**src/rtl/char_rot_pkg.sv**
```systemverilog
// Shared character codes, reset message and slot-mapping helper for the rotator.
// Pure definitions: no latency, no flow control.
package char_rot_pkg;

  typedef logic [2:0] char_t;

  localparam char_t CH_H     = 3'b000;
  localparam char_t CH_E     = 3'b001;
  localparam char_t CH_L     = 3'b010;
  localparam char_t CH_O     = 3'b011;
  localparam char_t CH_BLANK = 3'b100;

  localparam int MAX_CHARS = 8;

  // Index 0 is the rightmost digit, so "HELLO" reads left to right on slots 4..0.
  localparam char_t RESET_MSG [0:MAX_CHARS-1] = '{
    CH_O, CH_L, CH_L, CH_E, CH_H, CH_BLANK, CH_BLANK, CH_BLANK
  };

  // Slot shown on digit k at rotation offset p: (k + n - p) mod n, with k, p < n.
  function automatic logic [2:0] wrap_idx(input logic [2:0] k, input logic [2:0] p,
                                          input int n);
    int s;
    s = int'(k) + n - int'(p);
    if (s >= n) s = s - n;
    return s[2:0];
  endfunction

endpackage

```
**src/rtl/char_rotator_if.sv**
```systemverilog
// Control/write/display bundle between the rotator and its driver.
// Plain wires: no latency, no backpressure.
interface char_rotator_if #(
  parameter int NUM_CHARS = 5
);
  logic                   run;
  logic                   wr_en;
  logic [2:0]             wr_idx;
  logic [2:0]             wr_char;
  logic [NUM_CHARS*3-1:0] char_out;
  logic [2:0]             pos;
  logic                   tick;

  modport master (
    output run, wr_en, wr_idx, wr_char,
    input  char_out, pos, tick
  );

  modport slave (
    input  run, wr_en, wr_idx, wr_char,
    output char_out, pos, tick
  );
endinterface

```
**src/rtl/char_rotator_tick_prescaler.sv**
```systemverilog
// Counts run-enabled cycles and flags the TICK_DIV-th one; step is combinational.
// Counter holds while run=0; no backpressure.
module tick_prescaler #(
  parameter int TICK_DIV = 50_000_000
) (
  input  logic clk,
  input  logic rst_n,
  input  logic run,
  output logic step
);
  localparam int W = (TICK_DIV > 1) ? $clog2(TICK_DIV) : 1;
  localparam logic [W-1:0] LAST = W'(TICK_DIV - 1);

  logic [W-1:0] cnt;

  assign step = run && (cnt == LAST);

  always_ff @(posedge clk or negedge rst_n) begin
    if (!rst_n) begin
      cnt <= '0;
    end else if (run) begin
      cnt <= step ? '0 : cnt + W'(1);
    end
  end
endmodule

```
**src/rtl/char_rotator.sv**
```systemverilog
// Circular 3-bit character buffer rotated every TICK_DIV enabled cycles, one code per digit.
// char_out is zero-latency from registered state; tick is registered; no backpressure.
module char_rotator
  import char_rot_pkg::*;
#(
  parameter int NUM_CHARS = 5,
  parameter int TICK_DIV  = 50_000_000
) (
  input  logic           CLOCK_50,
  input  logic           RESETn,
  char_rotator_if.slave  bus
);
  char_t                  slot [NUM_CHARS];
  logic [2:0]             pos;
  logic                   tick;
  logic                   step;
  logic [NUM_CHARS*3-1:0] char_vec;

  tick_prescaler #(.TICK_DIV(TICK_DIV)) u_presc (
    .clk   (CLOCK_50),
    .rst_n (RESETn),
    .run   (bus.run),
    .step  (step)
  );

  always_ff @(posedge CLOCK_50 or negedge RESETn) begin
    if (!RESETn) begin
      for (int i = 0; i < NUM_CHARS; i++) slot[i] <= RESET_MSG[i];
      pos  <= '0;
      tick <= 1'b0;
    end else begin
      // Out-of-range indices match no slot, so they fall through untouched.
      for (int i = 0; i < NUM_CHARS; i++) begin
        if (bus.wr_en && bus.wr_idx == 3'(i)) slot[i] <= bus.wr_char;
      end
      if (step) pos <= (pos == 3'(NUM_CHARS - 1)) ? 3'd0 : pos + 3'd1;
      tick <= step;
    end
  end

  always_comb begin
    char_vec = '0;
    for (int k = 0; k < NUM_CHARS; k++) begin
      char_vec[3*k +: 3] = slot[wrap_idx(3'(k), pos, NUM_CHARS)];
    end
  end

  assign bus.char_out = char_vec;
  assign bus.pos      = pos;
  assign bus.tick     = tick;
endmodule

```
**src/flat_wrapper.sv**
```systemverilog
// flat-port wrapper written by rule: the top's interface ports become plain ports
module char_rotator_flat import char_rot_pkg::*;
#(
  parameter int NUM_CHARS = 5,
  parameter int TICK_DIV  = 50_000_000
)
  (CLOCK_50, RESETn, bus_run, bus_wr_en, bus_wr_idx, bus_wr_char, bus_char_out, bus_pos, bus_tick);
  char_rotator_if #(.NUM_CHARS(NUM_CHARS)) bus_i ();
  input  logic CLOCK_50;
  input  logic RESETn;
  input wire logic [$bits(bus_i.run)-1:0] bus_run;
  input wire logic [$bits(bus_i.wr_en)-1:0] bus_wr_en;
  input wire logic [$bits(bus_i.wr_idx)-1:0] bus_wr_idx;
  input wire logic [$bits(bus_i.wr_char)-1:0] bus_wr_char;
  output wire logic [$bits(bus_i.char_out)-1:0] bus_char_out;
  output wire logic [$bits(bus_i.pos)-1:0] bus_pos;
  output wire logic [$bits(bus_i.tick)-1:0] bus_tick;
  assign bus_i.run = bus_run;
  assign bus_i.wr_en = bus_wr_en;
  assign bus_i.wr_idx = bus_wr_idx;
  assign bus_i.wr_char = bus_wr_char;
  assign bus_char_out = bus_i.char_out;
  assign bus_pos = bus_i.pos;
  assign bus_tick = bus_i.tick;
  char_rotator #(.NUM_CHARS(NUM_CHARS), .TICK_DIV(TICK_DIV)) u_core (.CLOCK_50(CLOCK_50), .RESETn(RESETn), .bus(bus_i));
endmodule
```
**config.mk**
```make
export PLATFORM = sky130hd
export DESIGN_NAME = char_rotator_flat
export DESIGN_NICKNAME = d
export VERILOG_FILES = /design/src/rtl/char_rot_pkg.sv /design/src/rtl/char_rotator_if.sv /design/src/rtl/char_rotator_tick_prescaler.sv /design/src/rtl/char_rotator.sv /design/src/flat_wrapper.sv
export SDC_FILE = /design/constraint.sdc
export NUM_CORES = 1
export LEC_CHECK = 0
export ABC_AREA = 0
export BUFFER_PORTS_ARGS = -buffer_cell sky130_fd_sc_hd__buf_2
export CAP_MARGIN = 20
export CORE_ASPECT_RATIO = 1.2
export CORE_MARGIN = 10
export CORE_UTILIZATION = 44
export CTS_CLUSTER_DIAMETER = 30
export CTS_CLUSTER_SIZE = 10
export DETAILED_ROUTE_END_ITERATION = 6
export GPL_ROUTABILITY_DRIVEN = 0
export PLACE_DENSITY = 0.62
export SYNTH_ARGS = -nofsm -noshare
export SYNTH_HDL_FRONTEND = slang
export SYNTH_HIERARCHICAL = 1
export SYNTH_SLANG_ARGS = --single-unit
```
**constraint.sdc**
```tcl
create_clock -name CLOCK_50 -period 6 [get_ports CLOCK_50]
set_input_delay 0.9 -clock CLOCK_50 [delete_from_list [all_inputs] [get_ports CLOCK_50]]
set_output_delay 0.9 -clock CLOCK_50 [all_outputs]
set_load 0.01 [all_outputs]
```
; Word-level counts from Yosys, hierarchy flattened
; Cells that the tools add are included.
[totals]
regBits = 45
wordCells = 70
[classes]
n_reduce_logical = 7
n_addsub = 12
n_bitwise = 5
eq_ne = 6
n_mux = 22
n_lt_le_gt_ge = 10
[op_table]
columns = op, count
row1 = 3-bit 2-to-1 mux, 16
row2 = 3-bit binary-select mux with 3-bit select, 5
row3 = "4-bit >= comparator, second input constant", 8
row4 = "26-bit by 1-bit adder with 26-bit output, second input constant", 1
row5 = "26-bit equality test, second input constant", 1
row6 = 26-bit 2-to-1 mux, 1
row7 = 3-bit inverter with 4-bit output, 5
row8 = "3-bit subtractor, second input constant", 5
row9 = "3-bit by 3-bit subtractor with 4-bit output, first input constant", 3
row10 = "5-bit by 4-bit >= comparator with 1-bit output, second input constant", 2
row11 = "4-bit by 3-bit subtractor with 5-bit output, first input constant", 2
row12 = "3-bit by 2-bit equality test with 1-bit output, second input constant", 2
row13 = "3-bit equality test, second input constant", 2
row14 = 1-bit logical AND, 6
row15 = "3-bit by 1-bit adder with 3-bit output, second input constant", 1
row16 = "3-bit by 1-bit equality test with 1-bit output, second input constant", 1
row17 = 3-bit zero test, 1

; Longest topological paths before layout
; Gate-level depths: netlist of the first run.
[logic_depth]
word_depth = 7
depth_mapped = 10
ltp_nobuf = 8

; By module
; The synthesis of the first run kept the hierarchy.
[by_module_without_submodules]
columns = module, area_per_inst_um2, n_inst, seq_area_each_um2, cells_each
row1 = char_rotator, 2225.9, 1, 481.7, 243
row2 = tick_prescaler, 1378.8, 1, 650.6, 136

; Worst setup path before layout of the first run
; No wires, ideal clock.
[synth_path]
path_kind = register -> output
from = register u_core.pos[0], in the netlist u_core/bus.pos[0]
to = output bus_char_out[10]
stages_incl_launch_ff = 9
arrival_time_ps = 2751
path_slack_ps = 2349
path_buffers = 1
path_cell_list = dfrtp_1 inv_2 buf_1 ha_1 ha_1 o31ai_4 mux2i_1 mux2i_1 mux2_2
[synth_via]
elab_chain_cells = 7
elab_cells_between_ends = 8
[synth_rtl]
columns = item, line
row1 = "start, declared", char_rotator.sv:14  ; logic [2:0] pos;
row2 = "start signal, assigned", char_rotator.sv:36  ; if (step) pos <= (pos == 3'(NUM_CHARS - 1)) ? 3'd0 : pos + 3'd1;
row3 = 4-bit by 3-bit subtractor with 5-bit output (*), char_rot_pkg.sv:24  ; s = int'(k) + n - int'(p);
row4 = 5-bit by 4-bit >= comparator with 1-bit output or 3-bit subtractor (tied branches), char_rot_pkg.sv:25  ; if (s >= n) s = s - n;
row5 = 3-bit 2-to-1 mux (*), char_rot_pkg.sv:25
row6 = 3-bit inverter with 4-bit output (implied by the code) (*), char_rotator.sv:44  ; char_vec[3*k +: 3] = slot[wrap_idx(3'(k), pos, NUM_CHARS)];
row7 = 3-bit binary-select mux with 3-bit select (*), char_rotator.sv:44
row8 = 3-bit 2-to-1 mux (implied by the code) (*) (2 in a row), char_rotator.sv:44
row9 = "end, declared", flat_wrapper.sv:15  ; output wire logic [$bits(bus_i.char_out)-1:0] bus_char_out;
; Every way passes the cells marked *; elsewhere a longest branch is shown, timed or not. The select of a mux whose other input is x is not followed.

; Worst setup path after layout of the first run
[layout_path]
from = register u_core.pos[1], in the netlist u_core/bus.pos[1]
to = output bus_char_out[11]
; The elaborated chain is that of the path after synthesis.

==> flow_metrics.env, run 1 <==
export IMPL_status="finished, final reports clean"
export IMPL_setup_tns_ps=0
export IMPL_io_buffer_count=28
export IMPL_cts_buffers=5
export IMPL_cts_tree="done"
export IMPL_critPathBufInv=2
export IMPL_fillers=782
export IMPL_die_area_mm2=0.0122
export IMPL_viasPerCell=6.06
export IMPL_coreArea_mm2=0.00806
export IMPL_antenna_found_initial=0
export IMPL_setup_viol=0
export IMPL_synth_top_family_by_area="simple AND/OR/NAND/NOR gates"
export IMPL_critical_path_class="reg2out"
export IMPL_drc=0
export IMPL_post_cts_resized=0
export IMPL_critPathTopFamily="flip-flops"
export IMPL_cts_clk_slew_worst_paths_ps=80
export IMPL_critPathArrivalTime_ps=3920
export IMPL_hold_class="in2async"
export IMPL_first_iter_violations=178
export IMPL_vdd_ir_drop_max_v=0.000130
export IMPL_clock_sinks=45
export IMPL_reg2reg_from="u_core/bus.pos[1]"
export IMPL_worst_r2r_cell_count=5
export IMPL_synth_cell_types=78
export IMPL_grt_setup_unrepaired="false"
export IMPL_worstPathRequired_ps=5100
export IMPL_final_min_clock_period_ps=4820
export IMPL_dp_hpwl_mm=6.46
export IMPL_instances_no_fill=494
export IMPL_ctsHoldBuffers=0
export IMPL_syn2layout_area_growth_pct=7.84
export IMPL_synthSimpleGateAreaFrac_pct=20.5
export IMPL_num_nets_final=422
export IMPL_cp_start_kind="flop"
export IMPL_fmax_mhz=208
export IMPL_dp_cells=485
export IMPL_critPathSlowestCell="dfrtp_1"
export IMPL_final_cell_mix="dfrtp_1, mux2i_1, nand2_1"
export IMPL_skew_ps=8.55
export IMPL_first_pass_iters=5
export IMPL_crit_chain="clkinv_1 -> ha_1 -> ha_1 -> o31ai_4 -> mux2i_1 -> mux2i_1 -> mux2_2 -> buf_2"
export IMPL_relSlewSlack_pct=40.3
export IMPL_synth_xor_area_share_pct=3.37
export IMPL_period_share_pct=80.3
export IMPL_multi_input_area_mm2=0.00227
export IMPL_synth_edf_count=0
export IMPL_worstSkewPairLatency_ps=290
export IMPL_reg2reg_slack_ps=3420
export IMPL_cts_root_buf="clkbuf_8"
export IMPL_synth_compound_area_share_pct=16.8
export IMPL_synth_avg_cell_area_um2=9.51
export IMPL_yosys_warnings=6
export IMPL_num_io_pins=29
export IMPL_power_per_cell_area_mw_per_mm2=203
export IMPL_p_leak_nw=1.82
export IMPL_synthMuxAreaShare_pct=17.4
export IMPL_grt_start_max_net_pins=46
export IMPL_fp_dieH_um=119
export IMPL_critical_path_peak_fanout=23
export IMPL_syn_nets=403
export IMPL_routedWlPerCell_um=17.4
export IMPL_overflow=0
export IMPL_cp_end_kind="primary output"
export IMPL_synthCells=379
export IMPL_start_util_pct=44.7
export IMPL_regArea_mm2=0.00113
export IMPL_ys_flop_type="dfrtp_1"
export IMPL_drv_slew=0
export IMPL_synthArstFlopShare_pct=100
export IMPL_yosys_area_share_adder_pct=5.07
export IMPL_vias=2995
export IMPL_synth_seq_area_share_pct=31.4
export IMPL_drt_total_wl_mm=8.61
export IMPL_ys_ff_latch=45
export IMPL_grt_pass1_wl_mm=14.4
export IMPL_mappedNetlistArea_mm2=0.00360
export IMPL_dieWidth_um=103
export IMPL_max_stage_delay_ps=940
export IMPL_clockBufferDepth=2
export IMPL_grt_pass1_vias=2895
export IMPL_row_count=36
export IMPL_grt_use_total_pct=14.4
export IMPL_post_cts_buffers=0
export IMPL_htreeDepth=2
export IMPL_worst_pin_slew_ps=895
export IMPL_ant_nets=0
export IMPL_antennaDiodeCount=0
export IMPL_drive_above_1_share_pct=20.3
export IMPL_r2r_end="u_core/bus.pos[1]"
export IMPL_final_common_cell="dfrtp_1"
export IMPL_hold_viol_final=0
export IMPL_maxCapViolations=0
[layer usage]
metal	vias to the layer above	global-route usage [%]	wire, um
met2	77	25.2	4360
met4	0	5.12	170
li1	1457	-	-
met1	1450	17.2	3640
met3	11	2.14	446
met5	-	0	0
[Yosys cell counts, types with 7 or more instances]
cell type	count	area share (%)
nand4_1	10	1.7
dfrtp_1	40	28
mux2i_1	36	10
a21oi_1	10	1.4
ha_1	13	4.5
nor2_1	18	1.9
xnor2_1	7	1.7
buf_2	8	1.1
nand2_1	35	3.6
o21ai_0	24	3.3
mux2_2	13	4.1
inv_1	19	2.0
nand3_1	14	1.9
nor3_1	9	1.2
[final cells by class]
class / count / area share (%)
inverter: 21 / 2.03
clock buffer: 6 / 1.87
tap: 95 / 3.06
clock inverter: 2 / 0.901
multi-input combinational: 294 / 58.5
timing repair buffer: 31 / 4.51
sequential: 45 / 29.1
[worst max path at each step]
stage / cells after the start / end / start
2_1_floorplan: 8 / bus_char_out[10] / u_core/bus.pos[0]
5_1_grt: 8 / bus_char_out[9] / u_core/bus.pos[1]
3_3_place_gp: 8 / bus_char_out[11] / u_core/bus.pos[1]
6_report: 8 / bus_char_out[11] / u_core/bus.pos[1]
3_5_place_dp: 8 / bus_char_out[11] / u_core/bus.pos[1]
4_1_cts: 8 / bus_char_out[11] / u_core/bus.pos[1]
[per-stage QoR]
stage / hold slack, ps / setup WS (ps) / cell area [um^2] / power (mW) / utilization [%]
finish: 408 / 1180 / 3890 / 0.791 / 48.2
global route: 390 / 891 / 3890 / 0.843 / 48.2
CTS: 491 / 1160 / 3870 / 0.798 / 48.0
detailed placement: 473 / 1490 / 3760 / 0.572 / 46.6
global placement: 463 / 1650 / 3760 / 0.566 / 46.6
floorplan: 446 / 2350 / 3600 / 0.511 / -
[power breakdown]
group          internal, mW  leakage, nW  switching [mW]
Combinational        0.0823         1.21          0.0786
Sequential            0.348        0.551          0.0608
Clock                 0.124       0.0552          0.0975
Total                 0.554         1.82           0.237
[state kept, by name, indices dropped and copies added, names as in the netlist]
name and cells:
u_core/bus.pos 3, u_core/bus.tick 1, u_core/slot 15, u_core/u_presc/cnt 26
[logic make-up after synthesis]
logic type / after synthesis
simple gates: 130
compound gates: 82
mux: 55
flops: 45
buf+inv: 40
fa+ha+maj: 14
xor+xnor: 13
Power figures use the tool's default switching activity.
==> run 2, diff against run 1 <==
--- a/config.mk
+++ b/config.mk
@@ -5,7 +5,7 @@
 export SDC_FILE = /design/constraint.sdc
 export NUM_CORES = 1
 export LEC_CHECK = 0
-export ABC_AREA = 0
+export ABC_AREA = 1
 export BUFFER_PORTS_ARGS = -buffer_cell sky130_fd_sc_hd__buf_2
 export CAP_MARGIN = 20
 export CORE_ASPECT_RATIO = 1.2
@@ -15,7 +15,7 @@
 export CTS_CLUSTER_SIZE = 10
 export DETAILED_ROUTE_END_ITERATION = 6
 export GPL_ROUTABILITY_DRIVEN = 0
-export PLACE_DENSITY = 0.62
+export PLACE_DENSITY = 0.64
 export SYNTH_ARGS = -nofsm -noshare
 export SYNTH_HDL_FRONTEND = slang
 export SYNTH_HIERARCHICAL = 1
==> constraint.sdc (replaced) <==
create_clock -name CLOCK_50 -period 4.21 [get_ports CLOCK_50]
set_input_delay 0.6315 -clock CLOCK_50 [delete_from_list [all_inputs] [get_ports CLOCK_50]]
set_output_delay 0.6315 -clock CLOCK_50 [all_outputs]
set_load 0.01 [all_outputs]
==> run 2 against run 1 <==
Clock power increased by 52%; routed wire length rose by 13%; setup slack got worse by 400 ps; register-to-register slack worse by 1300 ps; critical endpoint unchanged; global-route usage is 1.7 points higher; final cell count rose by 37%; hold slack worse by 100 ps; via count rose by 18%; critical path type unchanged; synthesized cell count is 44% higher; clock-buffer cell count is 1 lower; critical path depth up 3.
==> flow_metrics.env, run 2 <==
export IMPL_biggestRegsByFlops="u_core/u_presc/cnt (26), u_core/slot (15), u_core/bus.pos (3)"
export IMPL_row_count=36
export IMPL_p_comb_share_pct=23.3
export IMPL_dp_cells=666
export IMPL_hold_viol_final=0
export IMPL_vdd_ir_drop_max_v=0.000168
export IMPL_cts_root_buf="clkbuf_8"
export IMPL_synth_seq_area_share_pct=31.1
export IMPL_fmax_mhz=292
export IMPL_p_total_mw=1.22
export IMPL_period_share_pct=81.3
export IMPL_synth_edf_count=0
export IMPL_hold_class="in2async"
export IMPL_drt_total_wl_mm=9.72
export IMPL_ctsHoldBuffers=0
export IMPL_clock_sinks=45
export IMPL_largest_reg_flops=26
export IMPL_vias=3530
export IMPL_final_cell_mix="nand2_1, nand3_1, inv_1"
export IMPL_synth_avg_cell_area_um2=6.67
export IMPL_cts_buffers=5
export IMPL_max_stage_delay_ps=700
export IMPL_critPathTopFamily="flip-flops"
export IMPL_power_frac_seq_pct=49.1
export IMPL_p_int_mw=0.788
export IMPL_start_util_pct=45.0
export IMPL_skew_ps=9.42
export IMPL_regMostFlops="u_core/u_presc/cnt"
export IMPL_fp_dieH_um=120
export IMPL_clockBufferDepth=2
export IMPL_io_buffer_count=28
export IMPL_post_cts_buffers=0
export IMPL_cts_tree="done"
export IMPL_p_leak_nw=2.04
export IMPL_first_pass_iters=5
export IMPL_num_io_pins=29
export IMPL_antennaDiodeCount=0
export IMPL_final_common_cell="nand2_1"
export IMPL_ys_flop_type="dfrtp_1"
export IMPL_critical_path_peak_fanout=15
export IMPL_cp_start_kind="flop"
export IMPL_cp_end_kind="primary output"
export IMPL_power_per_cell_area_mw_per_mm2=303
export IMPL_p_clk_share_pct=27.6
export IMPL_overflow=0
export IMPL_critPathSlowestCell="dfrtp_1"
export IMPL_routedWlPerCell_um=14.4
export IMPL_syn2layout_area_growth_pct=9.99
export IMPL_drc=0
export IMPL_relSlewSlack_pct=62.0
export IMPL_drv_slew=0
export IMPL_ant_nets=0
export IMPL_setup_tns_ps=0
export IMPL_drive_above_1_share_pct=15.7
export IMPL_timing_hold_ws_ps=307
export IMPL_final_cell_area_mm2=0.00401
export IMPL_coreArea_mm2=0.00811
export IMPL_grt_pass1_vias=3472
export IMPL_instances_no_fill=675
export IMPL_fin_ws_ps=785
export IMPL_cts_clk_slew_worst_paths_ps=90
export IMPL_synth_largest_area_cell="dfrtp_1"
export IMPL_status="finished, final reports clean"
export IMPL_synthArstFlopShare_pct=100
export IMPL_dieWidth_um=103
export IMPL_critPathArrivalTime_ps=2790
export IMPL_switchingPower_mw=0.428
export IMPL_grt_setup_unrepaired="false"
export IMPL_grt_start_max_net_pins=46
export IMPL_crit_chain="inv_2 -> ha_1 -> ha_1 -> inv_1 -> nand3_2 -> nand2_2 -> nand2_1 -> nand3_1 -> nand3_1 -> nand2_1 -> buf_2"
export IMPL_ys_ff_latch=45
export IMPL_mappedNetlistArea_mm2=0.00365
export IMPL_die_area_mm2=0.0123
export IMPL_grt_pass1_wl_mm=16.2
export IMPL_synth_common_cells="nand2_1, nand3_1, inv_1"
export IMPL_viasPerCell=5.23
export IMPL_setup_viol=0
export IMPL_switching_share_pct=35.2
export IMPL_fin_util_pct=49.5
export IMPL_grt_use_total_pct=16.1
export IMPL_yosys_warnings=6
export IMPL_yosysTopAreaCellShare_pct=27.5
export IMPL_post_cts_resized=0
export IMPL_synthCells=547
export IMPL_num_nets_final=603
export IMPL_first_iter_violations=186
export IMPL_worstSkewPairLatency_ps=310
export IMPL_critPathBufInv=3
export IMPL_dp_slack_ps=1120
export IMPL_synth_cell_types=36
export IMPL_worst_pin_slew_ps=570
export IMPL_final_min_clock_period_ps=3420
export IMPL_yosysMostFrequentCell="nand2_1"
export IMPL_antenna_found_initial=0
export IMPL_syn_nets=571
export IMPL_dp_hpwl_mm=7.34
export IMPL_synthTopCellsByArea="dfrtp_1, nand2_1, nand3_1"
export IMPL_maxCapViolations=0
export IMPL_critical_path_class="reg2out"
export IMPL_dpl_cell_area_mm2=0.00387
export IMPL_worstPathRequired_ps=3580
export IMPL_htreeDepth=2
==> run 2: cell types whose count changed after synthesis, moves of 8 or more <==
cell     previous run  this run
buf_2               8         0
mux2i_1            36         0
mux2_2             13         0
nand2_1            35       172
inv_1              19        59
nor2_1             18        49
o21ai_1             0        12
inv_2               1         9
nand3_1            14        86
==> run 2: layout make-up <==
cell class / instances / area (um^2)
Clock buffer: 5 / 68.8
Clock inverter: 3 / 46.3
Fill cell: 856 / 4100
Inverter: 68 / 255
Multi-Input combinational cell: 430 / 2220
Sequential cell: 45 / 1130
Tap cell: 95 / 119
Timing Repair Buffer: 29 / 168
==> run 2: cell families after synthesis <==
logic type      count (synthesis)  synth area share, %
flops                          45                 31.1
compound gates                 56                 8.48
simple gates                  354                 45.8
xor+xnor                        6                 1.65
buf+inv                        72                 8.03
fa+ha+maj                      14                 5.01
==> run 2: power groups by stage <==
stage | clock network [mW] | logic (mW) | registers, mW
CTS | 0.348 | 0.283 | 0.595
detailed placement | 0 | 0.282 | 0.603
finish | 0.336 | 0.283 | 0.598
floorplan | 0 | 0.211 | 0.564
global placement | 0 | 0.275 | 0.603
global route | 0.365 | 0.326 | 0.609
==> run 2: metal layers <==
layer | vias up | wire (um) | GRT usage [%] | part of all wire (%)
met5 | - | 0 | 0 | 0
met4 | 0 | 216 | 6.53 | 2.2
met3 | 16 | 443 | 2.70 | 4.6
met2 | 70 | 5080 | 29.2 | 52
met1 | 1615 | 3980 | 17.9 | 41
li1 | 1829 | - | - | -
==> run 2: final timing paths <==
| kind | from | endpoint | slack (ps) | depth (start not counted) |
|---|---|---|---|---|
| worst max-delay path | u_core/bus.pos[0] | bus_char_out[11] | 790 | 11 |
| worst min-delay path | RESETn | u_core/u_presc/cnt[14] | 310 | 1 |
| worst max register to register | u_core/u_presc/cnt[12] | u_core/bus.pos[0] | 2080 | 9 |
| worst min register to register | u_core/u_presc/cnt[0] | u_core/u_presc/cnt[0] | 530 | 2 |
| max in group asynchronous | RESETn | u_core/slot[10] | 3310 | 2 |
| min in group CLOCK_50 | u_core/u_presc/cnt[0] | u_core/u_presc/cnt[0] | 530 | 2 |
==> run 3, diff against run 2 <==
--- a/config.mk
+++ b/config.mk
@@ -5,7 +5,7 @@
 export SDC_FILE = /design/constraint.sdc
 export NUM_CORES = 1
 export LEC_CHECK = 0
-export ABC_AREA = 1
+export ABC_AREA = 0
 export BUFFER_PORTS_ARGS = -buffer_cell sky130_fd_sc_hd__buf_2
 export CAP_MARGIN = 20
 export CORE_ASPECT_RATIO = 1.2
==> constraint.sdc (replaced) <==
create_clock -name CLOCK_50 -period 2.7 [get_ports CLOCK_50]
set_input_delay 0.405 -clock CLOCK_50 [delete_from_list [all_inputs] [get_ports CLOCK_50]]
set_output_delay 0.405 -clock CLOCK_50 [all_outputs]
set_load 0.01 [all_outputs]
==> run 3 against run 2 <==
Critical path type unchanged; sequential cell count unchanged; routed wire length grew 0.29%; critical endpoint is now bus_char_out[13]; clock power increased by 78%; total power is 56% higher; combinational power rose by 37%; the flow now finishes with violations (setup timing); non-clock buffer count up 46; die area shrank 0.93%; clock-buffer cell count is the same; largest power group unchanged; sequential power up 53%.
==> flow_metrics.env, run 3 (synthesized netlist as in run 1, its figures left out) <==
export IMPL_status="complete, but fails checks"
export IMPL_violations="setup timing"
export IMPL_grt_busiest_layer="met2"
export IMPL_worstSkewPairLatency_ps=300
export IMPL_regArea_mm2=0.00113
export IMPL_cts_clk_slew_worst_paths_ps=80
export IMPL_critPathBufInv=3
export IMPL_clockBufferDepth=2
export IMPL_reg2reg_slack_ps=700
export IMPL_crit_chain="inv_4 -> ha_4 -> buf_6 -> a211oi_4 -> o21ai_4 -> mux2_4 -> o21bai_4 -> o32ai_2 -> buf_2"
export IMPL_use_met2_pct=28.6
export IMPL_p_leak_nw=2.11
export IMPL_final_cell_mix="dfrtp_1, buf_4, mux2i_1"
export IMPL_period_share_pct=107
export IMPL_vdd_ir_drop_max_v=0.000260
export IMPL_grtUsageMet1_pct=17.7
export IMPL_setup_viol=15
export IMPL_drv_slew=0
export IMPL_coreArea_mm2=0.00806
export IMPL_htreeDepth=2
export IMPL_setup_tns_ps=-1830
export IMPL_drive_above_1_share_pct=36.8
export IMPL_num_nets_final=466
export IMPL_first_iter_violations=150
export IMPL_reg2reg_from="u_core/u_presc/cnt[16]"
export IMPL_cts_tree="done"
export IMPL_largest_reg_flops=26
export IMPL_worst_pin_slew_ps=600
export IMPL_num_io_pins=29
export IMPL_dieWidth_um=103
export IMPL_skew_ps=5.47
export IMPL_biggestRegsByFlops="u_core/u_presc/cnt (26), u_core/slot (15), u_core/bus.pos (3)"
export IMPL_grt_use_total_pct=15.5
export IMPL_max_stage_delay_ps=480
export IMPL_drt_total_wl_mm=9.74
export IMPL_routedWlPerCell_um=18.1
export IMPL_multi_input_area_mm2=0.00253
export IMPL_hold_viol_final=0
export IMPL_cp_start_kind="flop"
export IMPL_drc=0
export IMPL_p_total_mw=1.90
export IMPL_power_per_cell_area_mw_per_mm2=413
export IMPL_grt_pass1_vias=3287
export IMPL_fin_ws_ps=-177
export IMPL_grt_pass1_wl_mm=15.6
export IMPL_cts_root_buf="clkbuf_8"
export IMPL_final_common_cell="dfrtp_1"
export IMPL_dp_hpwl_mm=6.93
export IMPL_critPathTopFamily="compound AO/OA/AOI/OAI gates"
export IMPL_critical_path_peak_fanout=6
export IMPL_vias=3214
export IMPL_worstPathRequired_ps=2300
export IMPL_start_util_pct=44.7
export IMPL_fmax_mhz=348
export IMPL_ant_nets=0
export IMPL_die_area_mm2=0.0122
export IMPL_grt_start_max_net_pins=25
export IMPL_r2r_end="u_core/u_presc/cnt[5]"
export IMPL_overflow=0
export IMPL_row_count=36
export IMPL_critPathSlowestCell="dfrtp_2"
export IMPL_regMostFlops="u_core/u_presc/cnt"
export IMPL_first_pass_iters=4
export IMPL_grt_met3_usage_pct=1.45
export IMPL_cp_end_kind="primary output"
export IMPL_hold_class="in2async"
export IMPL_cts_buffers=5
export IMPL_timing_hold_ws_ps=37.1
export IMPL_critical_path_class="reg2out"
export IMPL_maxCapViolations=0
export IMPL_final_min_clock_period_ps=2880
export IMPL_antenna_found_initial=0
export IMPL_critPathArrivalTime_ps=2470
export IMPL_grt_setup_unrepaired="true"
export IMPL_viasPerCell=5.97
export IMPL_io_buffer_count=28
export IMPL_relSlewSlack_pct=59.7
export IMPL_clock_sinks=45
export IMPL_syn2layout_area_growth_pct=27.5
export IMPL_worst_r2r_cell_count=4
export IMPL_antennaDiodeCount=0
export IMPL_fillers=708
export IMPL_fp_dieH_um=119
## run 3: changes by cell type in the layout (fill, tap and decap cells not counted), sizes merged, moves of 14 or more
cell / previous run / this run
nor2: 63 / 18
o21ai: 41 / 25
inv: 68 / 20
nand2: 181 / 37
mux2: 0 / 14
nand3: 92 / 14
buf: 29 / 74
mux2i: 0 / 37
## run 3: worst max-delay path by stage
stage                             to               from  cells after the start
finish              bus_char_out[13]  u_core/bus.pos[0]                      9
global route        bus_char_out[13]  u_core/bus.pos[2]                     11
CTS                  bus_char_out[2]  u_core/bus.pos[1]                      8
detailed placement  bus_char_out[13]  u_core/bus.pos[1]                      8
global placement     bus_char_out[2]  u_core/bus.pos[1]                      7
floorplan           bus_char_out[10]  u_core/bus.pos[0]                      9
## run 3: repair_timing
action                                  4_1_cts  5_1_grt
buffers inserted                             12       12
pin swaps                                    12       15
gates cloned                                  0        1
gates resized for setup                      37       28
endpoints found under the setup margin       15       15
hold buffers                                  0        0
## run 3: cell type report
| class | count | area share, % |
|---|---|---|
| Inverter | 21 | 1.93 |
| Timing Repair Buffer | 75 | 12.8 |
| Clock inverter | 3 | 1.42 |
| Multi-Input combinational cell | 294 | 55.1 |
| Clock buffer | 5 | 1.50 |
| Tap cell | 95 | 2.59 |
| Sequential cell | 45 | 24.7 |
## run 3: per-stage QoR
step,instance area (um^2),util (%),cells,worst slack [ps]
after detailed placement,3940,48.8,505,9.49
after floorplan,3640,-,379,11.3
after global placement,3940,48.8,505,62.6
final,4600,57.0,538,-177
after global routing,4600,57.0,538,-288
after CTS,4330,53.8,525,-155
## run 3: per-layer routing
metal / up-vias / wire length [um]
li1: 1537 / -
met2: 62 / 5250
met4: 0 / 215
met1: 1591 / 4010
met5: - / 0
met3: 24 / 276
## run 3: where the power goes
| part | leakage [nW] | switching (mW) | internal, mW | total [mW] |
|---|---|---|---|---|
| Sequential | 0.551 | 0.141 | 0.774 | 0.914 |
| Combinational | 1.49 | 0.186 | 0.202 | 0.388 |
| Clock | 0.0681 | 0.230 | 0.368 | 0.598 |
